<file path="src/rtl/video_pkg.sv">
// -----------------------------------------------------------------------------
// video_pkg
// Shared types and constants for the raster timing generator.
//   timing_t      : the eight horizontal/vertical timing fields (pixels / lines)
//   VGA_640x480   : default 640x480@60 timing
//   vtg_state_e   : sequencer states of video_timing_gen
//   BAR_*         : RGB888 colours of the eight test-pattern bars
//   bar_colour()  : bar index (0 = leftmost) to RGB888
// -----------------------------------------------------------------------------
package video_pkg;

    typedef struct packed {
        int unsigned h_active;
        int unsigned h_front;
        int unsigned h_sync;
        int unsigned h_back;
        int unsigned v_active;
        int unsigned v_front;
        int unsigned v_sync;
        int unsigned v_back;
    } timing_t;

    localparam timing_t VGA_640x480 = '{
        h_active: 640, h_front: 16, h_sync: 96, h_back: 48,
        v_active: 480, v_front: 10, v_sync: 2,  v_back: 33
    };

    typedef enum logic [0:0] {
        S_IDLE = 1'b0,
        S_RUN  = 1'b1
    } vtg_state_e;

    localparam logic [23:0] BAR_WHITE   = 24'hFFFFFF;
    localparam logic [23:0] BAR_YELLOW  = 24'hFFFF00;
    localparam logic [23:0] BAR_CYAN    = 24'h00FFFF;
    localparam logic [23:0] BAR_GREEN   = 24'h00FF00;
    localparam logic [23:0] BAR_MAGENTA = 24'hFF00FF;
    localparam logic [23:0] BAR_RED     = 24'hFF0000;
    localparam logic [23:0] BAR_BLUE    = 24'h0000FF;
    localparam logic [23:0] BAR_BLACK   = 24'h000000;

    function automatic logic [23:0] bar_colour(input logic [2:0] idx);
        logic [23:0] rgb;
        case (idx)
            3'd0:    rgb = BAR_WHITE;
            3'd1:    rgb = BAR_YELLOW;
            3'd2:    rgb = BAR_CYAN;
            3'd3:    rgb = BAR_GREEN;
            3'd4:    rgb = BAR_MAGENTA;
            3'd5:    rgb = BAR_RED;
            3'd6:    rgb = BAR_BLUE;
            default: rgb = BAR_BLACK;
        endcase
        return rgb;
    endfunction

endpackage

</file>
<file path="src/rtl/video_timing_gen_wrap_counter.sv">
// -----------------------------------------------------------------------------
// wrap_counter
// Up-counter that wraps from Max back to 0.
//   clk_i   : clock
//   rst_ni  : asynchronous active-low reset (count -> 0)
//   inc_i   : advance by one
//   clr_i   : synchronous clear to 0 (has priority over inc_i)
//   cnt_o   : current count
//   wrap_o  : high when this increment takes the count from Max to 0
// -----------------------------------------------------------------------------
module wrap_counter #(
    parameter int Width = 12,
    parameter int Max   = 799
) (
    input  logic             clk_i,
    input  logic             rst_ni,
    input  logic             inc_i,
    input  logic             clr_i,
    output logic [Width-1:0] cnt_o,
    output logic             wrap_o
);

    localparam logic [Width-1:0] MaxVal = Width'(Max);

    logic [Width-1:0] r_cnt;

    assign cnt_o  = r_cnt;
    assign wrap_o = inc_i && (r_cnt == MaxVal);

    always_ff @(posedge clk_i or negedge rst_ni) begin
        if (!rst_ni) begin
            r_cnt <= '0;
        end else if (clr_i) begin
            r_cnt <= '0;
        end else if (inc_i) begin
            r_cnt <= (r_cnt == MaxVal) ? '0 : r_cnt + 1'b1;
        end
    end

endmodule

</file>
<file path="src/rtl/video_timing_gen.sv">
// -----------------------------------------------------------------------------
// video_timing_gen
// Parametrised raster timing generator (pixel clock domain).
// Line order: active, front porch, sync, back porch; frames likewise in lines.
//   clk_i    : pixel clock
//   rst_ni   : asynchronous active-low reset
//   en_i     : advance enable, one pixel per enabled clock
//   hsync_o  : horizontal sync, asserted level HSyncPol
//   vsync_o  : vertical sync, asserted level VSyncPol
//   den_o    : data enable, high in the active region
//   x_o, y_o : current column / row
//   sol_o    : high while x == 0
//   sof_o    : high while x == 0 and y == 0
//   pix_o    : RGB888 colour bars, only with VIDEO_TIMING_GEN_PATTERN_EN defined
//
// FSM states
//   state  | meaning
//   S_IDLE | out of reset, counters parked at (0,0), waiting for first en_i
//   S_RUN  | raster running, counters advance on every en_i edge
// -----------------------------------------------------------------------------
module video_timing_gen
    import video_pkg::*;
#(
    parameter int   CntWidth = 12,
    parameter int   HActive  = int'(VGA_640x480.h_active),
    parameter int   HFront   = int'(VGA_640x480.h_front),
    parameter int   HSync    = int'(VGA_640x480.h_sync),
    parameter int   HBack    = int'(VGA_640x480.h_back),
    parameter int   VActive  = int'(VGA_640x480.v_active),
    parameter int   VFront   = int'(VGA_640x480.v_front),
    parameter int   VSync    = int'(VGA_640x480.v_sync),
    parameter int   VBack    = int'(VGA_640x480.v_back),
    parameter logic HSyncPol = 1'b0,
    parameter logic VSyncPol = 1'b0
) (
    input  logic                clk_i,
    input  logic                rst_ni,
    input  logic                en_i,
    output logic                hsync_o,
    output logic                vsync_o,
    output logic                den_o,
    output logic [CntWidth-1:0] x_o,
    output logic [CntWidth-1:0] y_o,
    output logic                sol_o,
    output logic                sof_o
`ifdef VIDEO_TIMING_GEN_PATTERN_EN
    ,
    output logic [23:0]         pix_o
`endif
);

    localparam int HTotal = HActive + HFront + HSync + HBack;
    localparam int VTotal = VActive + VFront + VSync + VBack;

    // One extra bit so region bounds equal to 2^CntWidth still compare correctly.
    localparam int PW = CntWidth + 1;
    localparam logic [PW-1:0] HActEnd  = PW'(HActive);
    localparam logic [PW-1:0] HSyncBeg = PW'(HActive + HFront);
    localparam logic [PW-1:0] HSyncEnd = PW'(HActive + HFront + HSync);
    localparam logic [PW-1:0] VActEnd  = PW'(VActive);
    localparam logic [PW-1:0] VSyncBeg = PW'(VActive + VFront);
    localparam logic [PW-1:0] VSyncEnd = PW'(VActive + VFront + VSync);

    if (CntWidth < 1 || HActive < 1 || HFront < 1 || HSync < 1 || HBack < 1 ||
        VActive < 1 || VFront < 1 || VSync < 1 || VBack < 1) begin : g_chk_min
        $error("video_timing_gen: every size parameter must be at least 1");
    end
    if (longint'(HTotal) > (longint'(1) << CntWidth) ||
        longint'(VTotal) > (longint'(1) << CntWidth)) begin : g_chk_tot
        $error("video_timing_gen: HTotal/VTotal exceed 2^CntWidth");
    end

    vtg_state_e r_state;
    vtg_state_e w_state_nxt;
    logic       w_advance;

    always_ff @(posedge clk_i or negedge rst_ni) begin
        if (!rst_ni) begin
            r_state <= S_IDLE;
        end else begin
            r_state <= w_state_nxt;
        end
    end

    always_comb begin
        w_state_nxt = r_state;
        if (r_state == S_IDLE && en_i) begin
            w_state_nxt = S_RUN;
        end
    end

    // The first enabled edge only leaves idle; it presents (0,0) without counting.
    always_comb begin
        w_advance = 1'b0;
        if (r_state == S_RUN) begin
            w_advance = en_i;
        end
    end

    logic [CntWidth-1:0] w_h_cnt;
    logic [CntWidth-1:0] w_v_cnt;
    logic                w_h_wrap;
    logic                w_v_wrap;

    wrap_counter #(.Width(CntWidth), .Max(HTotal - 1)) u_h_cnt (
        .clk_i  (clk_i),
        .rst_ni (rst_ni),
        .inc_i  (w_advance),
        .clr_i  (1'b0),
        .cnt_o  (w_h_cnt),
        .wrap_o (w_h_wrap)
    );

    wrap_counter #(.Width(CntWidth), .Max(VTotal - 1)) u_v_cnt (
        .clk_i  (clk_i),
        .rst_ni (rst_ni),
        .inc_i  (w_h_wrap),
        .clr_i  (1'b0),
        .cnt_o  (w_v_cnt),
        .wrap_o (w_v_wrap)
    );

    // Position the counters will hold after this edge; outputs are decoded from
    // it so the registered flags line up with the registered coordinates.
    logic [CntWidth-1:0] w_h_nxt;
    logic [CntWidth-1:0] w_v_nxt;
    logic [PW-1:0]       w_hx;
    logic [PW-1:0]       w_vx;
    logic                w_den_nxt;
    logic                w_hs_on;
    logic                w_vs_on;

    always_comb begin
        w_h_nxt = w_h_cnt;
        w_v_nxt = w_v_cnt;
        if (w_h_wrap) begin
            w_h_nxt = '0;
        end else if (w_advance) begin
            w_h_nxt = w_h_cnt + 1'b1;
        end
        if (w_v_wrap) begin
            w_v_nxt = '0;
        end else if (w_h_wrap) begin
            w_v_nxt = w_v_cnt + 1'b1;
        end
    end

    assign w_hx      = {1'b0, w_h_nxt};
    assign w_vx      = {1'b0, w_v_nxt};
    assign w_den_nxt = (w_hx < HActEnd) && (w_vx < VActEnd);
    assign w_hs_on   = (w_hx >= HSyncBeg) && (w_hx < HSyncEnd);
    assign w_vs_on   = (w_vx >= VSyncBeg) && (w_vx < VSyncEnd);

    always_ff @(posedge clk_i or negedge rst_ni) begin
        if (!rst_ni) begin
            hsync_o <= ~HSyncPol;
            vsync_o <= ~VSyncPol;
            den_o   <= 1'b0;
            x_o     <= '0;
            y_o     <= '0;
            sol_o   <= 1'b0;
            sof_o   <= 1'b0;
        end else if (en_i) begin
            hsync_o <= w_hs_on ? HSyncPol : ~HSyncPol;
            vsync_o <= w_vs_on ? VSyncPol : ~VSyncPol;
            den_o   <= w_den_nxt;
            x_o     <= w_h_nxt;
            y_o     <= w_v_nxt;
            sol_o   <= (w_h_nxt == '0);
            sof_o   <= (w_h_nxt == '0) && (w_v_nxt == '0);
        end
    end

`ifdef VIDEO_TIMING_GEN_PATTERN_EN
    // Bar edges k*HActive/8 are constants; the last bar keeps any remainder.
    logic [2:0]  w_bar;
    logic [23:0] w_pix_nxt;

    always_comb begin
        w_bar = '0;
        for (int k = 1; k < 8; k++) begin
            if (w_hx >= PW'((k * HActive) / 8)) begin
                w_bar = 3'(k);
            end
        end
        w_pix_nxt = w_den_nxt ? bar_colour(w_bar) : 24'h000000;
    end

    always_ff @(posedge clk_i or negedge rst_ni) begin
        if (!rst_ni) begin
            pix_o <= '0;
        end else if (en_i) begin
            pix_o <= w_pix_nxt;
        end
    end
`endif

endmodule
</file>
<file path="config.mk">
export PLATFORM = sky130hd
export DESIGN_NAME = video_timing_gen
export DESIGN_NICKNAME = d
export VERILOG_FILES = /design/src/rtl/video_pkg.sv /design/src/rtl/video_timing_gen_wrap_counter.sv /design/src/rtl/video_timing_gen.sv
export SDC_FILE = /design/constraint.sdc
export NUM_CORES = 1
export LEC_CHECK = 0
export ABC_AREA = 1
export CORE_AREA = 2 2 66 92
export DETAILED_ROUTE_END_ITERATION = 10
export DIE_AREA = 0 0 68 94
export GPL_ROUTABILITY_DRIVEN = 0
export PLACE_DENSITY = 0.84
export SYNTH_ARGS = -nofsm -noshare
export SYNTH_HDL_FRONTEND = slang
export SYNTH_SLANG_ARGS = --single-unit
</file>
<file path="constraint.sdc">
create_clock -name clk_i -period 4.1 [get_ports clk_i]
set_input_delay 0.82 -clock clk_i [delete_from_list [all_inputs] [get_ports clk_i]]
set_output_delay 0.82 -clock clk_i [all_outputs]
set_load 0.02 [all_outputs]
</file>
==> results by group, run 1 <==
Global route
  – Number of global-route vias before repair: ~2.6k
  – Total congestion overflow: 0
  – GR Util All Layers: 24.9%
  – First-pass GRT wire length: 11.9 mm
  – Largest net degree at the start of global routing: 46
  – Initial antenna violation count: 0

Floorplan
  – Die area: 6390 sq um
  – Rows: 32
  – Num ports: 32
  – Core area: around 5500 sq um
  – Chip Height: 94 microns
  – Initial Util: 53.7%
  – DIE WIDTH: around 70 microns

Clocking
  – Total CTS buffers: 5
  – Clock latency on the worst-skew pair: roughly 0.32 ns
  – H-tree levels: 2
  – Clock sinks: 54
  – Clock buffer depth: 2
  – CTS tree: done
  – Clk pin slew, worst setup/hold paths: around 0.11 ns
  – Post-CTS Hold Fix Bufs: 0
  – Post-cts resize count: 0
  – Clock root cell: clkbuf_8
  – # Post-CTS Setup Buffers: 0

Worst setup path
  – Crit-path max cell delay: 0.85 ns
  – WP data required: 4.36 ns
  – Critical R2R Capture: den_o
  – Slowest-stage cell, CP: clkdlybuf4s50_1
  – Reg2reg setup slack: 1.99 ns
  – Critical path capture point type: flop
  – CP max FO: 14
  – Setup Crit Path Kind: primary input to flop
  – R2R depth: 12
  – R2R Path Start: u_v_cnt.cnt_o[1]
  – Critical Path Start: en_i
  – CP most frequent cell: nand2_1
  – Startpoint Class: primary input
  – Worst Path Arrival: 3.09 ns
  – CP cell instances: clkdlybuf4s50_1, nand3_1, nor2_4, nand2_2, nand2_1, inv_1, nor2_1, nand2_1, nor2_1, nand2_1, nor2_1, nand2_1, nand2_1

Yosys
  – Synth cell types: 29
  – Yosys top cell area share: 43.9%
  – Mapped cell area: approximately 3000 sq um
  – Top cells by area, synth: dfrtp_1, nand2_1, inv_1, nor2_1, nand3_1
  – Mapped Nets: 414
  – Largest area contributor in the netlist: dfrtp_1
  – Register area share after synthesis: 45.6%
  – Synthesized area per cell: roughly 7.3 sq um
  – Commonest register cell after synthesis: dfrtp_1
  – Post-synth EDFFs: 0
  – Post-synth ARST share: 100%
  – Mapped Cells: 408
  – FF+latch count, synth: between 50 and 60
  – Synth warn: 0

Power
  – Power, Total: 1.69 mW
  – VDD IR max: 235 uV
  – Lkg Pwr: 1.67 nW
  – PD cells: 488 nW/um^2

Timing
  – Worst slew pin tran: 0.598 ns
  – Unrepaired setup endpoints after global routing: no
  – Fin crit period: 2.83 ns
  – Setup violators final: 0
  – Slew Viols, Final: 0
  – Fmax: 353 MHz
  – Final Hold Fails: 0
  – Setup TNS Final: 0 ns
  – Final period util: 69.1%
  – Rel. slew slack: about three fifths
  – Post-Route Skew: 0.0139 ns

Job
  – Max cap viols: 0

Worst hold path
  – Worst min-delay path category: primary input to asynchronous set/reset pin

Placed design
  – Port bufs: 31
  – Dpl hpwl: 5.43 mm

Drt
  – First drt pass iteration count: 7
  – Antenna viol nets, final: 0
  – Via Count: 2754
  – Final WL: 7.22 mm
  – Number of vias per cell: 5.39
  – Initial DRC count: 162
  – Remaining DRCs: 0
  – Drt wl/cell: 14.1 microns

Outcome
  – Status: completed

Finish
  – Antenna diodes: 0
  – Final nets: 448
  – Ratio of cells with drive above 1 in the final layout: 8.35%
  – P&R area growth vs syn: 16.6%
placed cells by master, fill, tap and decap left out, drive strengths merged, types with 2 or more instances in the layout:
| cell type | synthesis | layout |
|---|---|---|
| nand3 | 30 | 30 |
| xor2 | 6 | 6 |
| buf | 1 | 3 |
| o21ai | 31 | 31 |
| clkdlybuf4s50 | 0 | 30 |
| or2 | 2 | 2 |
| nor3 | 2 | 2 |
| nand2 | 146 | 146 |
| ha | 3 | 3 |
| nand4 | 11 | 11 |
| clkbuf | 5 | 5 |
| a21oi | 2 | 2 |
| dfrtp | 52 | 52 |
| clkinv | 5 | 5 |
| dfstp | 2 | 2 |
| nor2 | 54 | 54 |
| inv | 53 | 54 |
cell type report:
| class | count | area (sq um) |
|---|---|---|
| repair buffers | 33 | 320 |
| multi-input cells | 290 | 1360 |
| flip-flops and latches | 54 | 1350 |
| fillers | 492 | 2070 |
| well taps | 68 | 85.1 |
| clock inverters | 3 | 48.8 |
| inverters | 58 | 221 |
| clock buffers | 5 | 68.8 |
synthesized netlist by cell type, types with 2 or more instances:
cell type / number
clkbuf_1: 5
ha_1: 3
nor3_1: 2
a21oi_1: 2
nor2_1: 46
nand3_2: 2
nor2_4: 4
nand4_1: 11
nand2_2: 6
nand3_1: 27
nand2_4: 2
nand2_1: 138
nor2_2: 4
clkinv_1: 4
dfstp_2: 2
or2_2: 2
o21ai_0: 23
inv_1: 51
dfrtp_1: 52
o21ai_1: 8
xor2_1: 6
how the worst max path moves through the flow:
| stage | endpoint | slack, ns |
|---|---|---|
| 2_1_floorplan | den_o | 2.24 |
| 3_3_place_gp | sof_o | 1.06 |
| 3_5_place_dp | sof_o | 1.01 |
| 4_1_cts | sof_o | 1.28 |
| 5_1_grt | sof_o | 1.06 |
| 6_report | sof_o | 1.27 |
flip-flops by register name, summed over array words and instances (netlist names):
signal         flops
sol_o              1
hsync_o            1
y_o               12
vsync_o            1
x_o               12
r_state            1
u_h_cnt.cnt_o     12
u_v_cnt.cnt_o     12
den_o              1
sof_o              1
metrics by stage:
stage | instance area [sq um] | hold slack, ns | worst slack (ns) | cells | utilization (%)
5_1_grt | 3460 | 0.351 | 1.06 | 511 | 62.6
2_1_floorplan | 2970 | 0.520 | 2.24 | 408 | -
4_1_cts | 3460 | 0.345 | 1.28 | 511 | 62.6
3_5_place_dp | 3340 | 0.472 | 1.01 | 503 | 60.5
3_3_place_gp | 3340 | 0.464 | 1.06 | 503 | 60.5
6_report | 3460 | 0.341 | 1.27 | 511 | 62.6
logic make-up after synthesis:
family	count (synthesis)	share of synthesized area, %
AOI/OAI and AO/OA	35	6.03
xor gates and xnor gates	6	1.77
adders and majority gates	3	1.27
buffers and inverters	64	8.48
and+or+nand+nor	246	36.8
DFF	54	45.6
worst max-delay path, delay by kind of cell:
family,cells,cell delay (ns)
buffers and inverters,2,0.90
and+or+nand+nor,11,1.38
layer usage:
metal  wire (microns)  vias to the layer above  global-route usage (%)
li1                 -                     1340                       -
met1             2640                     1281                    26.3
met2             3800                       99                    43.8
met3              345                       34                    4.32
met4              434                        0                    16.2
met5                0                        -                       0
report_power, final:
| part | internal, mW | total (mW) | switching, mW |
|---|---|---|---|
| Sequential | 0.630 | 0.725 | 0.0952 |
| Combinational | 0.207 | 0.586 | 0.379 |
| Clock | 0.186 | 0.377 | 0.191 |
| Total | 1.02 | 1.69 | 0.665 |
Power figures use the tool's default switching activity.
==> run 2: changes to the inputs <==
--- a/config.mk
+++ b/config.mk
@@ -6,11 +6,11 @@
 export NUM_CORES = 1
 export LEC_CHECK = 0
 export ABC_AREA = 1
-export CORE_AREA = 2 2 66 92
+export CORE_AREA = 2 2 68 96
 export DETAILED_ROUTE_END_ITERATION = 10
-export DIE_AREA = 0 0 68 94
+export DIE_AREA = 0 0 70 98
 export GPL_ROUTABILITY_DRIVEN = 0
-export PLACE_DENSITY = 0.84
+export PLACE_DENSITY = 0.82
 export SYNTH_ARGS = -nofsm -noshare
 export SYNTH_HDL_FRONTEND = slang
 export SYNTH_SLANG_ARGS = --single-unit
==> constraint.sdc (replaced) <==
create_clock -name clk_i -period 2.3 [get_ports clk_i]
set_input_delay 0.46 -clock clk_i [delete_from_list [all_inputs] [get_ports clk_i]]
set_output_delay 0.46 -clock clk_i [all_outputs]
set_load 0.02 [all_outputs]
==> run 2 against run 1 <==
Utilization is 2.5 points lower. Global-route usage decreased by 2.3 points. Critical path depth up 1. Sequential power up 81%. Combinational power is 91% higher. Critical path type is now flop to flop. Largest cell class unchanged.
==> results by group, run 2 (same netlist as run 1, synthesis figures left out) <==
Drt
  – Wl on met1: 2.80 mm (+6.1%)
  – Initial DRC count: 244 (+51%)
  – First drt pass iteration count: 5 (-2)
  – Drt wl/cell: 13.9 microns (-1.9%)
  – Met3 Routed Length: 290 microns (-16%)
  – Number of vias per cell: 5.25 (-2.6%)
  – DR WL met2: 4.05 mm (+6.5%)
  – Antenna viol nets, final: 0 (unchanged)
  – Top Metal Used: met4
  – Via Count: 2807 (+1.9%)
  – Remaining DRCs: 0 (unchanged)
  – Final WL: 7.42 mm (+2.8%)

Worst setup path
  – Critical path capture point type: flop
  – Crit-path max cell delay: 0.44 ns (-0.41 ns)
  – CP max FO: 13 (-1)
  – WP data required: 2.52 ns (-1.84 ns)
  – CP cell instances: ha_1, nand2_2, clkinv_2, nand2_4, nor2_4, nand3_4, buf_4, nand2_1, o21ai_1, nand2_1, nor2_1, nor2_1, nand3_1, nand2_1
  – Reg2reg setup slack: 0.17 ns (-1.82 ns)
  – Startpoint Class: flop
  – Slowest-stage cell, CP: dfrtp_1
  – CP most frequent cell: nand2_1
  – CP Buf/Inv Count: 2 (unchanged)
  – Worst Path Arrival: 2.35 ns (-0.74 ns)
  – Setup Crit Path Kind: flop to flop
  – CP top delay family: simple AND/OR/NAND/NOR gates

Timing
  – Final Hold Fails: 0 (unchanged)
  – Rel. slew slack: 54.7% (-5.3 points)
  – Worst slew pin tran: 0.680 ns (+0.0821 ns)
  – Final period util: 92.5%
  – Fin crit period: 2.13 ns
  – Setup TNS Final: 0 ns (unchanged)
  – Setup violators final: 0 (unchanged)
  – Unrepaired setup endpoints after global routing: no
  – Slew Viols, Final: 0 (unchanged)
  – Post-Route Skew: 0.0108 ns (-0.00306 ns)
  – Fmax: 470 MHz

Power
  – Lkg Pwr: 1.77 nW (+6.1%)
  – PD cells: 851 nW/um^2 (+74%)
  – VDD IR max: 401 uV (+70%)
  – Power, Total: 3.09 mW (+83%)

Clocking
  – # Post-CTS Setup Buffers: 0 (unchanged)
  – Clk pin slew, worst setup/hold paths: 0.11 ns (about the same)
  – Clock latency on the worst-skew pair: 0.32 ns (about the same)
  – H-tree levels: 2 (unchanged)
  – Clock sinks: 54 (unchanged)
  – Total CTS buffers: 5 (unchanged)
  – Clock buffer depth: 2 (unchanged)
  – Clock root cell: clkbuf_8
  – CTS tree: done

Finish
  – Most frequent cells in the layout: nand2_1, dfrtp_1, inv_1
  – Most common cell after layout, fill and taps aside: nand2_1
  – Post-route design area: 3630 sq um (+4.9%)
  – Final cell utilization of the core: 60.1% (-2.5 points)
  – Antenna diodes: 0 (unchanged)
  – Ratio of cells with drive above 1 in the final layout: 12.5% (+4.2 points)
  – Post-Layout Cell Count: 535 (+4.7%)
  – # fillers: 535 (+8.7%)
  – P&R area growth vs syn: 22.3%
  – Final nets: 468 (+4.5%)

Outcome
  – Status: completed

Global route
  – Largest net degree at the start of global routing: 55 (+20%)
  – First-pass GRT wire length: 12.4 mm (+4.3%)
  – Total congestion overflow: 0 (unchanged)
  – Number of global-route vias before repair: 2726 (+2.9%)
  – GR Util All Layers: 22.6% (-2.3 points)
  – Initial antenna violation count: 0 (unchanged)

Placed design
  – Dpl hpwl: 5.64 mm (+3.8%)
  – Placed inst area: 3510 sq um (+5.0%)
  – Placed Cells: 527 (+4.8%)
  – Port bufs: 31 (unchanged)

Floorplan
  – Die area: 6860 sq um (+7.3%)
  – Chip Height: 98 microns (+4.3%)
  – DIE WIDTH: 70 microns (+2.9%)
  – Num ports: 32 (unchanged)
  – Rows: 34 (+6.3%)
  – Core area: 6040 sq um (+9.3%)
  – Initial Util: 49.1% (-4.6 points)

Job
  – Max cap viols: 0 (unchanged)

Worst hold path
  – Worst min-delay path category: primary input to asynchronous set/reset pin
==> run 2: report_power, final <==
group | internal, mW | leakage, nW | switching [mW] | total, mW
combinational | 0.436 | 1.07 | 0.680 | 1.12
sequential | 1.12 | 0.637 | 0.183 | 1.31
clock | 0.331 | 0.0587 | 0.336 | 0.667
total | 1.89 | 1.77 | 1.20 | 3.09
==> run 2: cell type report <==
| class | count | area, sq um | share of cell area, % |
|---|---|---|---|
| tap | 72 | 90.1 | 2.48 |
| clock buffer | 5 | 68.8 | 1.90 |
| inverter | 58 | 221 | 6.10 |
| multi-input combinational | 290 | 1360 | 37.6 |
| clock inverter | 3 | 47.5 | 1.31 |
| timing repair buffer | 53 | 483 | 13.3 |
| sequential | 54 | 1350 | 37.3 |
==> run 2: stage by stage <==
stage          setup slack (ns)  hold WS (ns)
3_3_place_gp             0.0275         0.461
4_1_cts                   0.169         0.281
3_5_place_dp            -0.0253         0.472
5_1_grt                  0.0281         0.312
2_1_floorplan             0.582         0.164
6_report                  0.173         0.247
==> run 2: repair_timing <==
| action | CTS | global route |
|---|---|---|
| endpoints found under the setup margin | 0 | 2 |
| resized for setup | 0 | 1 |
| hold buffers | 0 | 0 |
==> run 2: final timing paths <==
| kind | from | end | cells after the start |
|---|---|---|---|
| worst max register to register | u_h_cnt.cnt_o[0] | den_o | 14 |
| worst max-delay path | u_h_cnt.cnt_o[0] | den_o | 14 |
| max in group asynchronous | rst_ni | y_o[2] | 2 |
| min in group clk_i | x_o[7] | x_o[7] | 2 |
| worst min register to register | x_o[7] | x_o[7] | 2 |
| worst min-delay path | rst_ni | x_o[11] | 2 |
==> run 2: metal layers <==
metal	vias to the layer above	track usage, %
met2	90	42.1
met4	0	10.2
met3	26	3.72
li1	1371	-
met1	1320	24.6
met5	-	0
==> run 3: changes to the inputs <==
--- a/config.mk
+++ b/config.mk
@@ -11,6 +11,7 @@
 export DIE_AREA = 0 0 70 98
 export GPL_ROUTABILITY_DRIVEN = 0
 export PLACE_DENSITY = 0.82
+export SETUP_SLACK_MARGIN = 0.05
 export SYNTH_ARGS = -nofsm -noshare
 export SYNTH_HDL_FRONTEND = slang
 export SYNTH_SLANG_ARGS = --single-unit
==> run 3 against run 2 <==
Cell area hardly changed. Critical path type unchanged. Routed wire length is 0.35% higher. First-iteration DRC count is 2.9% lower. Worst setup slack better by 0.057 ns. Final cell count stayed put. Non-clock buffer count stayed put. Hold slack hardly changed. Sequential share of layout area hardly changed. Total power hardly changed. Fmax is 2.7% higher. Clock-buffer cell count stayed put. Global-route usage stayed put.
==> results by group, run 3 (same netlist as run 1, synthesis figures left out) <==
Outcome
  – Status: completed

Placed design
  – Port bufs: 31 (unchanged)
  – Dpl hpwl: 5.64 mm (unchanged)
  – Post-Place Setup Slack: -0.0253 ns (unchanged)

Power
  – PD cells: 851 nW/um^2 (about the same)
  – Lkg Pwr: 1.77 nW (about the same)
  – VDD IR max: 401 uV (about the same)

Finish
  – Ratio of cells with drive above 1 in the final layout: 12.7% (+0.22 points)
  – # fillers: 534 (-0.19%)
  – Final nets: 468 (unchanged)
  – P&R area growth vs syn: 22.4% (about the same)
  – Most frequent cells in the layout: nand2_1, dfrtp_1, inv_1
  – Most common cell after layout, fill and taps aside: nand2_1
  – Antenna diodes: 0 (unchanged)

Drt
  – Remaining DRCs: 0 (unchanged)
  – Number of vias per cell: 5.29 (+0.78%)
  – Drt wl/cell: 13.9 microns (+0.35%)
  – Initial DRC count: 237 (-2.9%)
  – Final WL: 7.45 mm (+0.35%)
  – Antenna viol nets, final: 0 (unchanged)
  – Via Count: 2829 (+0.78%)
  – First drt pass iteration count: 6 (+1)

Floorplan
  – Chip Height: 98 microns (unchanged)
  – DIE WIDTH: 70 microns (unchanged)
  – Core area: 6040 sq um (unchanged)
  – Die area: 6860 sq um (unchanged)
  – Num ports: 32 (unchanged)
  – Initial Util: 49.1% (unchanged)
  – Rows: 34 (unchanged)

Global route
  – Number of global-route vias before repair: 2726 (unchanged)
  – Initial antenna violation count: 0 (unchanged)
  – First-pass GRT wire length: 12.4 mm (unchanged)
  – GR Util All Layers: 22.6% (unchanged)
  – Total congestion overflow: 0 (unchanged)
  – Largest net degree at the start of global routing: 55 (unchanged)

Clocking
  – Clock latency on the worst-skew pair: 0.32 ns (about the same)
  – Clock buffer depth: 2 (unchanged)
  – Clk pin slew, worst setup/hold paths: 0.11 ns (about the same)
  – Clock sinks: 54 (unchanged)
  – Total CTS buffers: 5 (unchanged)
  – # Post-CTS Setup Buffers: 0 (unchanged)
  – Post-CTS Hold Fix Bufs: 0 (unchanged)
  – Clock root cell: clkbuf_8
  – CTS tree: done
  – H-tree levels: 2 (unchanged)

Timing
  – Slew Viols, Final: 0 (unchanged)
  – Fin crit period: 2.07 ns (-0.0566 ns)
  – Post-Route Skew: 0.0108 ns (+0.0000206 ns)
  – Fmax: 483 MHz (+2.7%)
  – Setup TNS Final: 0 ns (unchanged)
  – Unrepaired setup endpoints after global routing: no
  – Setup violators final: 0 (unchanged)
  – Rel. slew slack: 54.6% (about the same)
  – Final Hold Fails: 0 (unchanged)
  – PnR worst setup slack: 0.229 ns (+0.0566 ns)
  – Worst slew pin tran: 0.680 ns (+0.0000317 ns)
  – Final period util: 90.0% (-2.5 points)

Worst setup path
  – Critical path capture point type: flop
  – CP max FO: 6 (-7)
  – Worst Path Arrival: 2.29 ns (-0.06 ns)
  – Setup Crit Path Kind: flop to flop
  – WP data required: 2.52 ns (about the same)
  – Startpoint Class: flop

Worst hold path
  – Worst min-delay path category: primary input to asynchronous set/reset pin

Job
  – Max cap viols: 0 (unchanged)
==> run 3: changes by cell type in the layout (fill, tap and decap cells not counted) <==
cell and delta:
nor2_1 -1, nor2_2 +1
==> run 3: cell type report <==
class,instances,area (sq um),area share [%]
multi-input combinational,290,1370,37.6
sequential,54,1350,37.3
timing repair buffer,53,483,13.3
inverter,58,221,6.10
tap,72,90.1,2.48
clock buffer,5,68.8,1.90
clock inverter,3,47.5,1.31
==> run 3: path summary, 6_finish.rpt <==
check	start	to	slack [ns]	cells after the start
max	u_v_cnt.cnt_o[1]	den_o	0.23	12
min	rst_ni	x_o[11]	0.25	2
max reg2reg	u_v_cnt.cnt_o[1]	den_o	0.23	12
min reg2reg	x_o[7]	x_o[7]	0.49	2
max in group asynchronous	rst_ni	y_o[2]	1.58	2
min in group clk_i	x_o[7]	x_o[7]	0.49	2
==> run 3: what timing repair did <==
item / CTS / global route
setup endpoints to repair: 0 / 2
hold endpoints to repair: 0 / 0
gates resized for setup: 0 / 2
==> run 3: power breakdown <==
| group | internal [mW] | switching (mW) |
|---|---|---|
| combinational | 0.436 | 0.681 |
| clock | 0.331 | 0.337 |
| sequential | 1.12 | 0.183 |
==> run 3: critical path, cell delays in order (launching register included) <==
cell     delay, ns
dfrtp_1       0.45
ha_2          0.28
nand2_1       0.08
nor2_1        0.25
nand2_1       0.11
nand2_1       0.07
nand2_1       0.08
o21ai_1       0.19
nand2_1       0.09
nor2_2        0.17
nor2_1        0.07
nand3_1       0.07
nand2_1       0.06
==> run 3: stage by stage <==
stage | cells | area, sq um | hold WS [ns] | utilization [%] | power, mW
global route | 535 | 3630 | 0.312 | 60.1 | 3.29
CTS | 535 | 3630 | 0.281 | 60.0 | 3.09
global placement | 527 | 3510 | 0.461 | 58.1 | 2.40
floorplan | 408 | 2970 | 0.164 | - | 1.95
detailed placement | 527 | 3510 | 0.472 | 58.1 | 2.43
finish | 535 | 3630 | 0.247 | 60.1 | 3.09
==> run 3: layer usage <==
| metal | global-route usage [%] | routed length (microns) | vias to the layer above |
|---|---|---|---|
| met5 | 0 | 0 | - |
| met1 | 24.6 | 2780 | 1319 |
| met4 | 10.2 | 291 | 0 |
| li1 | - | - | 1371 |
| met2 | 42.1 | 4050 | 111 |
| met3 | 3.72 | 319 | 28 |
